==> config.mk <==
export PLATFORM = sky130hd
export DESIGN_NAME = fetch_unit
export DESIGN_NICKNAME = d
export VERILOG_FILES = /design/src/rtl/cpu_pkg.sv /design/src/rtl/pc_settle_timer.sv /design/src/rtl/fetch_unit.sv
export SDC_FILE = /design/constraint.sdc
export NUM_CORES = 1
export LEC_CHECK = 0
export ABC_AREA = 1
export ABC_CLOCK_PERIOD_IN_PS = 3030
export BUFFER_PORTS_ARGS = -buffer_cell sky130_fd_sc_hd__buf_4
export CAP_MARGIN = 20
export CORE_MARGIN = 4
export CORE_UTILIZATION = 52
export DETAILED_ROUTE_END_ITERATION = 7
export PLACE_DENSITY = 0.93
export SLEW_MARGIN = 40
export SYNTH_ARGS = -nofsm -noshare
export SYNTH_HDL_FRONTEND = slang
export SYNTH_SLANG_ARGS = --single-unit
==> constraint.sdc <==
create_clock -name clk -period 3.03 [get_ports clk]
set_input_delay 0.7575 -clock clk [delete_from_list [all_inputs] [get_ports clk]]
set_output_delay 0.7575 -clock clk [all_outputs]
set_load 0.02 [all_outputs]
==> src/rtl/cpu_pkg.sv <==
// Shared definitions for the fetch path: data/address widths, instruction
// field bounds, opcode constants and the fetch sequencer state encoding.
package cpu_pkg;

  localparam int DATA_W  = 16;
  localparam int ADDR_W  = 16;
  localparam int OPC_MSB = 15;
  localparam int OPC_LSB = 12;
  localparam int IMM_W   = 12;

  localparam logic [OPC_MSB-OPC_LSB:0] OP_JMP = 4'hC;
  localparam logic [OPC_MSB-OPC_LSB:0] OP_HLT = 4'hF;

  typedef enum logic [2:0] {
    ST_CLR,
    ST_SETTLE,
    ST_REQ,
    ST_PRESENT,
    ST_ADVANCE,
    ST_HALT
  } fetch_state_e;

  function automatic logic [OPC_MSB-OPC_LSB:0] opcode_of(input logic [DATA_W-1:0] word);
    return word[OPC_MSB:OPC_LSB];
  endfunction

endpackage

==> src/rtl/pc_settle_timer.sv <==
// Counts 0..PC_SETTLE-1 while run is high and parks on the final count;
// load (or rst) returns it to 0. done flags the final count.
module pc_settle_timer #(
  parameter int PC_SETTLE = 2
) (
  input  logic clk,
  input  logic rst,
  input  logic load,
  input  logic run,
  output logic done
);

  localparam int CNT_W = (PC_SETTLE > 1) ? $clog2(PC_SETTLE) : 1;
  localparam logic [CNT_W-1:0] LAST = CNT_W'(PC_SETTLE - 1);

  logic [CNT_W-1:0] cnt;

  always_ff @(posedge clk) begin
    if (rst || load) begin
      cnt <= '0;
    end else if (run && (cnt != LAST)) begin
      cnt <= cnt + CNT_W'(1);
    end
  end

  assign done = (cnt == LAST);

endmodule

==> src/rtl/fetch_unit.sv <==
// Instruction-fetch sequencer: samples the PC after it settles, reads the ROM
// (req/ack), presents the IR to the decoder (valid/ready) and steers the PC.
//
// Handshakes: rom_req stays high with rom_addr stable until the cycle rom_ack
// is seen at an edge; ir_valid stays high with ir stable until ir_ready is seen
// at an edge. Either side may respond in the very first cycle of the request.
module fetch_unit
  import cpu_pkg::*;
#(
  parameter int PC_SETTLE = 2
) (
  input  logic              clk,
  input  logic              rst,
  input  logic              run,
  input  logic [ADDR_W-1:0] pc_addr,
  output logic              pc_load,
  output logic              pc_inc,
  output logic [ADDR_W-1:0] jump_addr,
  output logic              rom_req,
  output logic [ADDR_W-1:0] rom_addr,
  input  logic              rom_ack,
  input  logic [DATA_W-1:0] rom_data,
  output logic [DATA_W-1:0] ir,
  output logic              ir_valid,
  input  logic              ir_ready,
  output logic              halted,
  output logic [15:0]       fetch_count
);

  fetch_state_e state, state_next;
  logic         settle_done;
  logic         is_jmp;
  logic         is_hlt;

  assign is_jmp = (opcode_of(ir) == OP_JMP);
  assign is_hlt = (opcode_of(ir) == OP_HLT);

  pc_settle_timer #(.PC_SETTLE(PC_SETTLE)) u_settle (
    .clk  (clk),
    .rst  (rst),
    .load (state != ST_SETTLE),
    .run  (state == ST_SETTLE),
    .done (settle_done)
  );

  always_ff @(posedge clk) begin
    if (rst) begin
      state <= ST_CLR;
    end else begin
      state <= state_next;
    end
  end

  always_comb begin
    state_next = state;
    pc_load    = 1'b0;
    pc_inc     = 1'b0;
    rom_req    = 1'b0;
    ir_valid   = 1'b0;
    halted     = 1'b0;
    case (state)
      ST_CLR: begin
        pc_load    = 1'b1;
        pc_inc     = 1'b1;
        state_next = ST_SETTLE;
      end
      ST_SETTLE: begin
        if (settle_done && run) state_next = ST_REQ;
      end
      ST_REQ: begin
        rom_req = 1'b1;
        if (rom_ack) state_next = ST_PRESENT;
      end
      ST_PRESENT: begin
        ir_valid = 1'b1;
        if (ir_ready) state_next = is_hlt ? ST_HALT : ST_ADVANCE;
      end
      ST_ADVANCE: begin
        pc_load    = is_jmp;
        pc_inc     = !is_jmp;
        state_next = ST_SETTLE;
      end
      ST_HALT: begin
        halted = 1'b1;
      end
      default: state_next = ST_CLR;
    endcase
  end

  // Jump target keeps the current 4K page of the fetch address.
  always_ff @(posedge clk) begin
    if (rst) begin
      rom_addr    <= '0;
      jump_addr   <= '0;
      ir          <= '0;
      fetch_count <= '0;
    end else begin
      if (state == ST_SETTLE && settle_done && run) begin
        rom_addr <= pc_addr;
      end
      if (state == ST_REQ && rom_ack) begin
        ir <= rom_data;
      end
      if (state == ST_PRESENT && ir_ready) begin
        fetch_count <= fetch_count + 16'd1;
        if (!is_hlt) jump_addr <= {rom_addr[ADDR_W-1:IMM_W], ir[IMM_W-1:0]};
      end
    end
  end

endmodule

After elaboration in Yosys (flattened, before gate mapping). Cells that the tools add are included.

Flip-flop bits (word level): 68. Output and inout port bits: 69.

Add/sub/neg operators: 2. Equality and inequality tests: 11. Multiplexer cells: 10. Bitwise operators: 3. Reduce and logical (&&, ||, !) cells: 12.

Operators with widths (count): $add 16x1->16 const B (1); $pmux 3 s5 (1); $mux 3 (3); $eq 4x4->1 const B (2); $eq 3x2->1 const B (2); $eq 3x3->1 const B (2); $logic_and 1x1->1 (6); $ne 2x2->1 const B (3); $mux 1 (4); $pmux 1 s2 (2); $reduce_and 4->1 (1); $eq 3x1->1 const B (1); $logic_not 3->1 (1); $ne 3x1->1 const B (1); $not 1->1 (3); $reduce_and 2->1 (1); $reduce_or 2->1 (1); $add 1x1->1 const B (1); $logic_not 1->1 (1); $logic_or 1x1->1 (1).

Logic depth before layout (Yosys ltp). Gate-level depths: netlist of the first run.

Depth after elaboration: 4. Gate-level depth with buffers: 9.

Cells and area by module. From an unflattened synthesis of the first run, not the netlist that was laid out.

Cells, all modules: 388. Area, all modules: 2811.4 um^2.

Modules (own cells, without submodules): fetch_unit (instances 1, cells each 382, area an instance 2772.7 um^2, sequential area each 1341.3 um^2); pc_settle_timer (instances 1, cells each 6, area an instance 38.8 um^2, sequential area each 20.0 um^2).

Worst setup path before layout of the first run. Ideal clock, no wire load.

Kind: register to output. From: reg state[2]. To: out halted. Data arrival time: 1.063 ns. Data required time: 2.273 ns. Setup slack: 1.210 ns. Stages on the path, launching flop included: 3. Cells stage by stage: dfxtp_1 > inv_1 > nor3_1.

Cells in the longest elaborated chain, start to end: 2.

Ends and longest elaborated chain: start, declared (line fetch_unit.sv:30) `fetch_state_e state, state_next;`; start signal, assigned (line fetch_unit.sv:50) `state <= state_next;`; $eq 3x3->1 (line fetch_unit.sv:61) `case (state)`; $mux 1 (line fetch_unit.sv:61); end, declared (line fetch_unit.sv:26) `output logic halted,`.

Every way passes these cells.

Worst setup path after layout of the first run. Ends and elaborated chain as after synthesis.

==> results of run 1 <==
## cell usage in the layout, fill, tap and decap left out, types with 5 or more instances in the layout
cell,n
a21oi_1,10
nor2_1,112
inv_2,5
nor2_2,11
o21ai_0,50
o21ai_1,5
buf_4,105
nand2_1,41
nand3_1,17
inv_1,29
dfxtp_1,68
nor2_4,5
clkbuf_8,11
## logic make-up (layout without fill, tap and decap cells)
family	count (synthesis)	count (layout)	share of synthesized area [%]
flops	68	68	49.0
buf+inv	47	156	7.26
xor+xnor	1	1	0.316
fa+ha+maj	1	1	0.451
compound gates	67	67	12.3
simple gates	194	194	30.7
## per-stage QoR
| step | hold WS (ns) | power (uW) | cell area, sq um |
|---|---|---|---|
| floorplan | 0.537 | 1500 | 2780 |
| global placement | 0.457 | 1770 | 3600 |
| detailed placement | 0.464 | 1780 | 3600 |
| CTS | 0.474 | 2440 | 3770 |
| global route | 0.523 | 2550 | 3770 |
| finish | 0.477 | 2410 | 3770 |
## state kept, by name, summed over array words and instances (netlist names)
signal         count
jump_addr         16
u_settle.done      1
state              3
ir                16
fetch_count       16
rom_addr          16
## worst max-delay path, stage by stage, from the launching register on
cell,delay [ns]
dfxtp_1,0.46
inv_1,0.14
nor3_1,0.29
buf_4,0.21
## cell type report
class	instances	area share (%)
Sequential cell	68	36.1
Timing Repair Buffer	106	21.4
Tap cell	70	2.32
Multi-Input combinational cell	263	32.2
Clock buffer	13	4.21
Inverter	35	3.48
Clock inverter	2	0.265
## where the power goes
group          switching, uW  total, uW  leakage [uW]  internal [uW]
Sequential              83.4       1080      0.000551            998
Combinational            419        681       0.00122            263
Clock                    315        650     0.0000893            335
Total                    817       2410       0.00186           1600
## final timing paths
path	from	endpoint	slack, ns	cells after the start
worst min-delay path	fetch_count[5]	fetch_count[5]	0.48	2
worst max register to register	state[1]	ir[13]	1.37	7
worst max-delay path	state[2]	halted	0.85	3
worst min register to register	fetch_count[5]	fetch_count[5]	0.48	2
## per-layer routing
layer	part of all wire [%]	routed length [microns]	vias up	GRT usage, %
li1	-	-	1403	-
met1	40	2970	1288	28.3
met2	48	3580	121	40.7
met3	8.6	636	21	7.10
met4	2.9	212	0	12.5
met5	0	0	-	0
==> key figures, run 1 <==
Floorplan
  – Row count: 26
  – Full die area: 0.00657 sq mm
  – Chip Width: about 81 microns
  – Die height: 81.1 microns
  – Core area: 0.00514 sq mm
  – I/O pin count: 106
  – Starting Density: 54.0%

Logic synthesis
  – Mapped cell area: about 0.0028 sq mm
  – Gate Count Post-Synth: roughly 380
  – Ys flop type: dfxtp_1
  – Post-synth top area share: 49.0%
  – Post-synth EDFFs: 0
  – Syn. warnings: 0
  – Post-synth ARST share: 0%
  – Post-synth net total: 416
  – Dominant cell type by area after synthesis: dfxtp_1
  – Yosys reg bits: between 60 and 70
  – Post-Syn Area per Cell: roughly 7.3 sq um
  – Netlist cell types: 26
  – Count leader, synth: nor2_1
  – List of most frequent post-synthesis cells: nor2_1, dfxtp_1, o21ai_0
  – Largest cells by area after synthesis: dfxtp_1, nor2_1, o21ai_0
  – Post-synthesis sequential area ratio: 49.0%

Place
  – Placed Instances: around 540
  – Dpl ws: 0.916 ns
  – Gp weighted congestion: between 0.8 and 0.9
  – Input/output buffers: 105
  – DPL Wire Length: between 5 and 6 mm

Setup path
  – CP Capture Type: primary output
  – Kind of critical path: reg2out
  – Crit path arrival time: ~1.4 ns
  – CP required: 2.27 ns
  – CP startpoint kind: flip-flop
  – Maximum fanout along the worst path: 5

STA
  – Slew at the pin with the worst max-slew slack: 0.722 ns
  – Endpoints failing setup: 0
  – Final Skew: 0.00938 ns
  – Final TNS setup: 0 ns
  – Max-slew violations: 0
  – Fmax: 0.459 GHz
  – Final hold viol count: 0
  – Post-layout min period: approximately 2.2 ns
  – RSZ-0062 raised after global routing: no
  – Final setup margin: 0.850 ns
  – Fin crit share: 72.0%
  – Rel. slew slack: 51.6%

Clock network
  – Root buf cell: clkbuf_8
  – CTS Buf Count: 9
  – Clk sinks: 68
  – Clock Latency Late Sink: 0.34 ns
  – Clock buffer depth: 2
  – # hold bufs at CTS: 0
  – Clock transition at path regs: around 0.070 ns
  – Post-CTS Setup Bufs: 0
  – CTS H-tree depth: 3
  – Post-cts sizing count: 0
  – CTS tree: yes

Run status
  – Run status: complete, no violations

Route
  – Final ANT Viol Nets: 0
  – Routed WL: 7.40 mm
  – Iteration-0 DRC count of the detailed router: 217
  – Drc violations: 0
  – Vias/cell: about 5.1
  – Via Count: 2,833
  – Drt first pass iters: 4
  – Per-cell routed wire length: 13.3 microns

Final layout
  – Fin cells: roughly 560
  – Filler cells: 425
  – Total Nets Final: 521
  – Fraction of layout cells with a size suffix above 1: 29.4%
  – Syn-to-layout area delta: 35.8%
  – Area of the multi-input gates: 0.00121 sq mm
  – Reg area: 0.00136 sq mm
  – Post-route core utilization: 73.4%
  – N_diodes: 0

Global route
  – Vias in the first global route: 2,778
  – First-pass GRT wire length: 12.4 mm
  – Total GRT Usage: 24.4%
  – Largest net degree at the start of global routing: 40
  – Total gr overflow: 0
  – Initial antenna violation count: 0

Power
  – Power Dens Cells: ~640 mW/mm^2
  – LEAKAGE: ~0.0019 uW
  – Worst VDD drop: 388 uV

Job
  – Max Cap Violations: 0

Min path
  – Worst hold path class: reg2reg
(Power assumes the default switching activity.)
==> run 2: changes to the inputs <==
--- a/config.mk
+++ b/config.mk
@@ -6,13 +6,13 @@
 export NUM_CORES = 1
 export LEC_CHECK = 0
 export ABC_AREA = 1
-export ABC_CLOCK_PERIOD_IN_PS = 3030
+export ABC_CLOCK_PERIOD_IN_PS = 1800
 export BUFFER_PORTS_ARGS = -buffer_cell sky130_fd_sc_hd__buf_4
 export CAP_MARGIN = 20
 export CORE_MARGIN = 4
-export CORE_UTILIZATION = 52
+export CORE_UTILIZATION = 44
 export DETAILED_ROUTE_END_ITERATION = 7
-export PLACE_DENSITY = 0.93
+export PLACE_DENSITY = 0.85
 export SLEW_MARGIN = 40
 export SYNTH_ARGS = -nofsm -noshare
 export SYNTH_HDL_FRONTEND = slang
==> constraint.sdc (replaced) <==
create_clock -name clk -period 1.8 [get_ports clk]
set_input_delay 0.45 -clock clk [delete_from_list [all_inputs] [get_ports clk]]
set_output_delay 0.45 -clock clk [all_outputs]
set_load 0.02 [all_outputs]
==> run 2 against run 1 <==
Via count down 0.78%. Flip-flop and latch count unchanged. Cell area up 4.5%. Total power up 100%. Count of clock-buffer cells in the layout down 3. Clock power rose to 2.8 times the previous value. Wire length about the same. Die area up 16%. Register-to-register slack worse by 1.1 ns. Final cell count up 1.8%. Critical endpoint is now pc_load.
==> key figures, run 2 (synthesis gave the netlist of run 1 again) <==
Run status
  – Run status: complete, no violations

Power
  – Power, Total: 4820 uW
  – Clock share of power: 37.8%
  – Sequential power share: 37.9%
  – LEAKAGE: 0.00194 uW
  – Worst VDD drop: 639 uV
  – Switching Fraction: 30.1%
  – Logic pwr share: 24.3%
  – P_sw: 1450 uW
  – Power Dens Cells: around 1200 mW/mm^2
  – Internal power: 3370 uW

Global route
  – Vias in the first global route: 2,628
  – Total gr overflow: 0
  – First-pass GRT wire length: ~12 mm
  – Total GRT Usage: 19.9%
  – Initial antenna violation count: 0
  – Largest net degree at the start of global routing: 50

Clock network
  – CTS tree: yes
  – Clock Latency Late Sink: ~0.35 ns
  – CTS Buf Count: 9
  – Root buf cell: clkbuf_8
  – Clock transition at path regs: 0.07 ns
  – # hold bufs at CTS: 0
  – Clk sinks: 68
  – CTS H-tree depth: 3
  – Clock buffer depth: 2

Setup path
  – Highest cell delay on the worst timing path: 0.35 ns
  – CP max-delay cell: dfxtp_1
  – Cell mode on critical path: nor2_1
  – Crit path cell chain: nand2_1 > nor3_2 > nor2_1 > nor2_1 > buf_4
  – Maximum fanout along the worst path: 3
  – CP required: about 1.4 ns
  – Kind of critical path: reg2out
  – CP Capture Type: primary output
  – Crit path arrival time: approximately 1.3 ns
  – CP startpoint kind: flip-flop

Min path
  – Worst hold path class: in2reg

Route
  – Final ANT Viol Nets: 0
  – Vias/cell: 4.96
  – Per-cell routed wire length: 13.0 microns
  – Drc violations: 0
  – Routed WL: 7.39 mm
  – Via Count: 2,811
  – Iteration-0 DRC count of the detailed router: 141
  – Drt first pass iters: 4

Final layout
  – Total Nets Final: about 530
  – Post-route core utilization: about two thirds
  – Commonest non-fill, non-tap cells in the layout: nor2_1, buf_4, dfxtp_1, o21ai_0, nand2_1
  – Fraction of layout cells with a size suffix above 1: 31.5%
  – Design Area, Final: between 0.003 and 0.004 sq mm
  – Syn-to-layout area delta: 42.0%
  – Most common cell after layout, fill and taps aside: nor2_1
  – N_diodes: 0

Floorplan
  – Core area: roughly 0.0060 sq mm
  – Chip Width: between 80 and 90 microns
  – Row count: 28
  – Starting Density: 46.1%
  – Die height: 87.4 microns
  – I/O pin count: between 100 and 150
  – Full die area: 0.00764 sq mm

STA
  – Final Skew: 0.00786 ns
  – Final hold viol count: 0
  – Fin crit share: 96.5%
  – Post-layout min period: 1.74 ns
  – Endpoints failing setup: 0
  – Slew at the pin with the worst max-slew slack: 0.400 ns
  – Max-slew violations: 0
  – Fmax: 0.575 GHz
  – RSZ-0062 raised after global routing: yes
  – Rel. slew slack: approximately three quarters

Place
  – Input/output buffers: 105
  – DPL Wire Length: 5.35 mm
  – Gp weighted congestion: between 0.8 and 0.9
  – Placed cell area: 0.00363 sq mm

Job
  – Max Cap Violations: 0
[run 2: changes by cell type in the layout (fill, tap and decap cells not counted)]
cell       delta
clkbuf_8      -1
clkbuf_1      -2
nor3_1        -2
buf_4         +5
bufinv_16     +5
nor3_4        +1
clkinv_2      -2
dfxtp_1       -3
clkinv_4      +1
nor3_2        +1
buf_12        -1
dfxtp_2       +3
[run 2: routing by layer]
layer  track usage [%]  routed length [microns]
met5                 0                        0
met4              7.95                      194
met3              7.76                      579
met2              33.7                     3650
met1              22.3                     2970
[run 2: final cells by class]
type | count | area, sq um
Multi-Input combinational cell | 263 | 1230
Clock inverter | 6 | 159
Sequential cell | 68 | 1370
Tap cell | 75 | 93.8
Inverter | 35 | 131
Fill cell | 517 | 2080
Clock buffer | 10 | 138
Timing Repair Buffer | 110 | 826
[run 2: path summary, 6_finish.rpt]
| check | slack, ns | from | depth (start not counted) | end |
|---|---|---|---|---|
| setup / recovery | 0.06 | ir[15] | 5 | pc_load |
| hold / removal | 0.30 | rst | 2 | fetch_count[1] |
| setup reg to reg | 0.29 | state[1] | 7 | jump_addr[15] |
| hold reg to reg | 0.48 | fetch_count[5] | 2 | fetch_count[5] |
[run 2: power groups by stage]
stage / sequential (uW) / combinational, uW / clock [uW]
6_report: 1830 / 1170 / 1820
3_3_place_gp: 1840 / 1140 / 0
2_1_floorplan: 1990 / 539 / 0
3_5_place_dp: 1850 / 1170 / 0
5_1_grt: 1850 / 1290 / 1910
4_1_cts: 1820 / 1180 / 1850
[run 2: per-stage QoR]
| stage | setup slack, ns | TNS, ns | hold slack [ns] | cells |
|---|---|---|---|---|
| 6_report | 0.0622 | 0 | 0.302 | 567 |
| 5_1_grt | -0.0517 | -0.0559 | 0.292 | 567 |
| 4_1_cts | 0.0561 | 0 | 0.283 | 567 |
| 3_5_place_dp | 0.275 | 0 | 0.466 | 551 |
| 3_3_place_gp | 0.359 | 0 | 0.460 | 551 |
| 2_1_floorplan | 0.287 | 0 | 0.519 | 378 |
[run 2: what timing repair did]
action,in CTS,in global routing
cloned,0,0
resized for setup,3,3
buffers inserted,0,0
setup endpoints to repair,2,3
[run 2: critical path: cells and delay by family (launching register included)]
kind | cells | cell delay, ns
AND/OR/NAND/NOR | 4 | 0.44
flip-flops | 1 | 0.35
buffers and inverters | 1 | 0.15
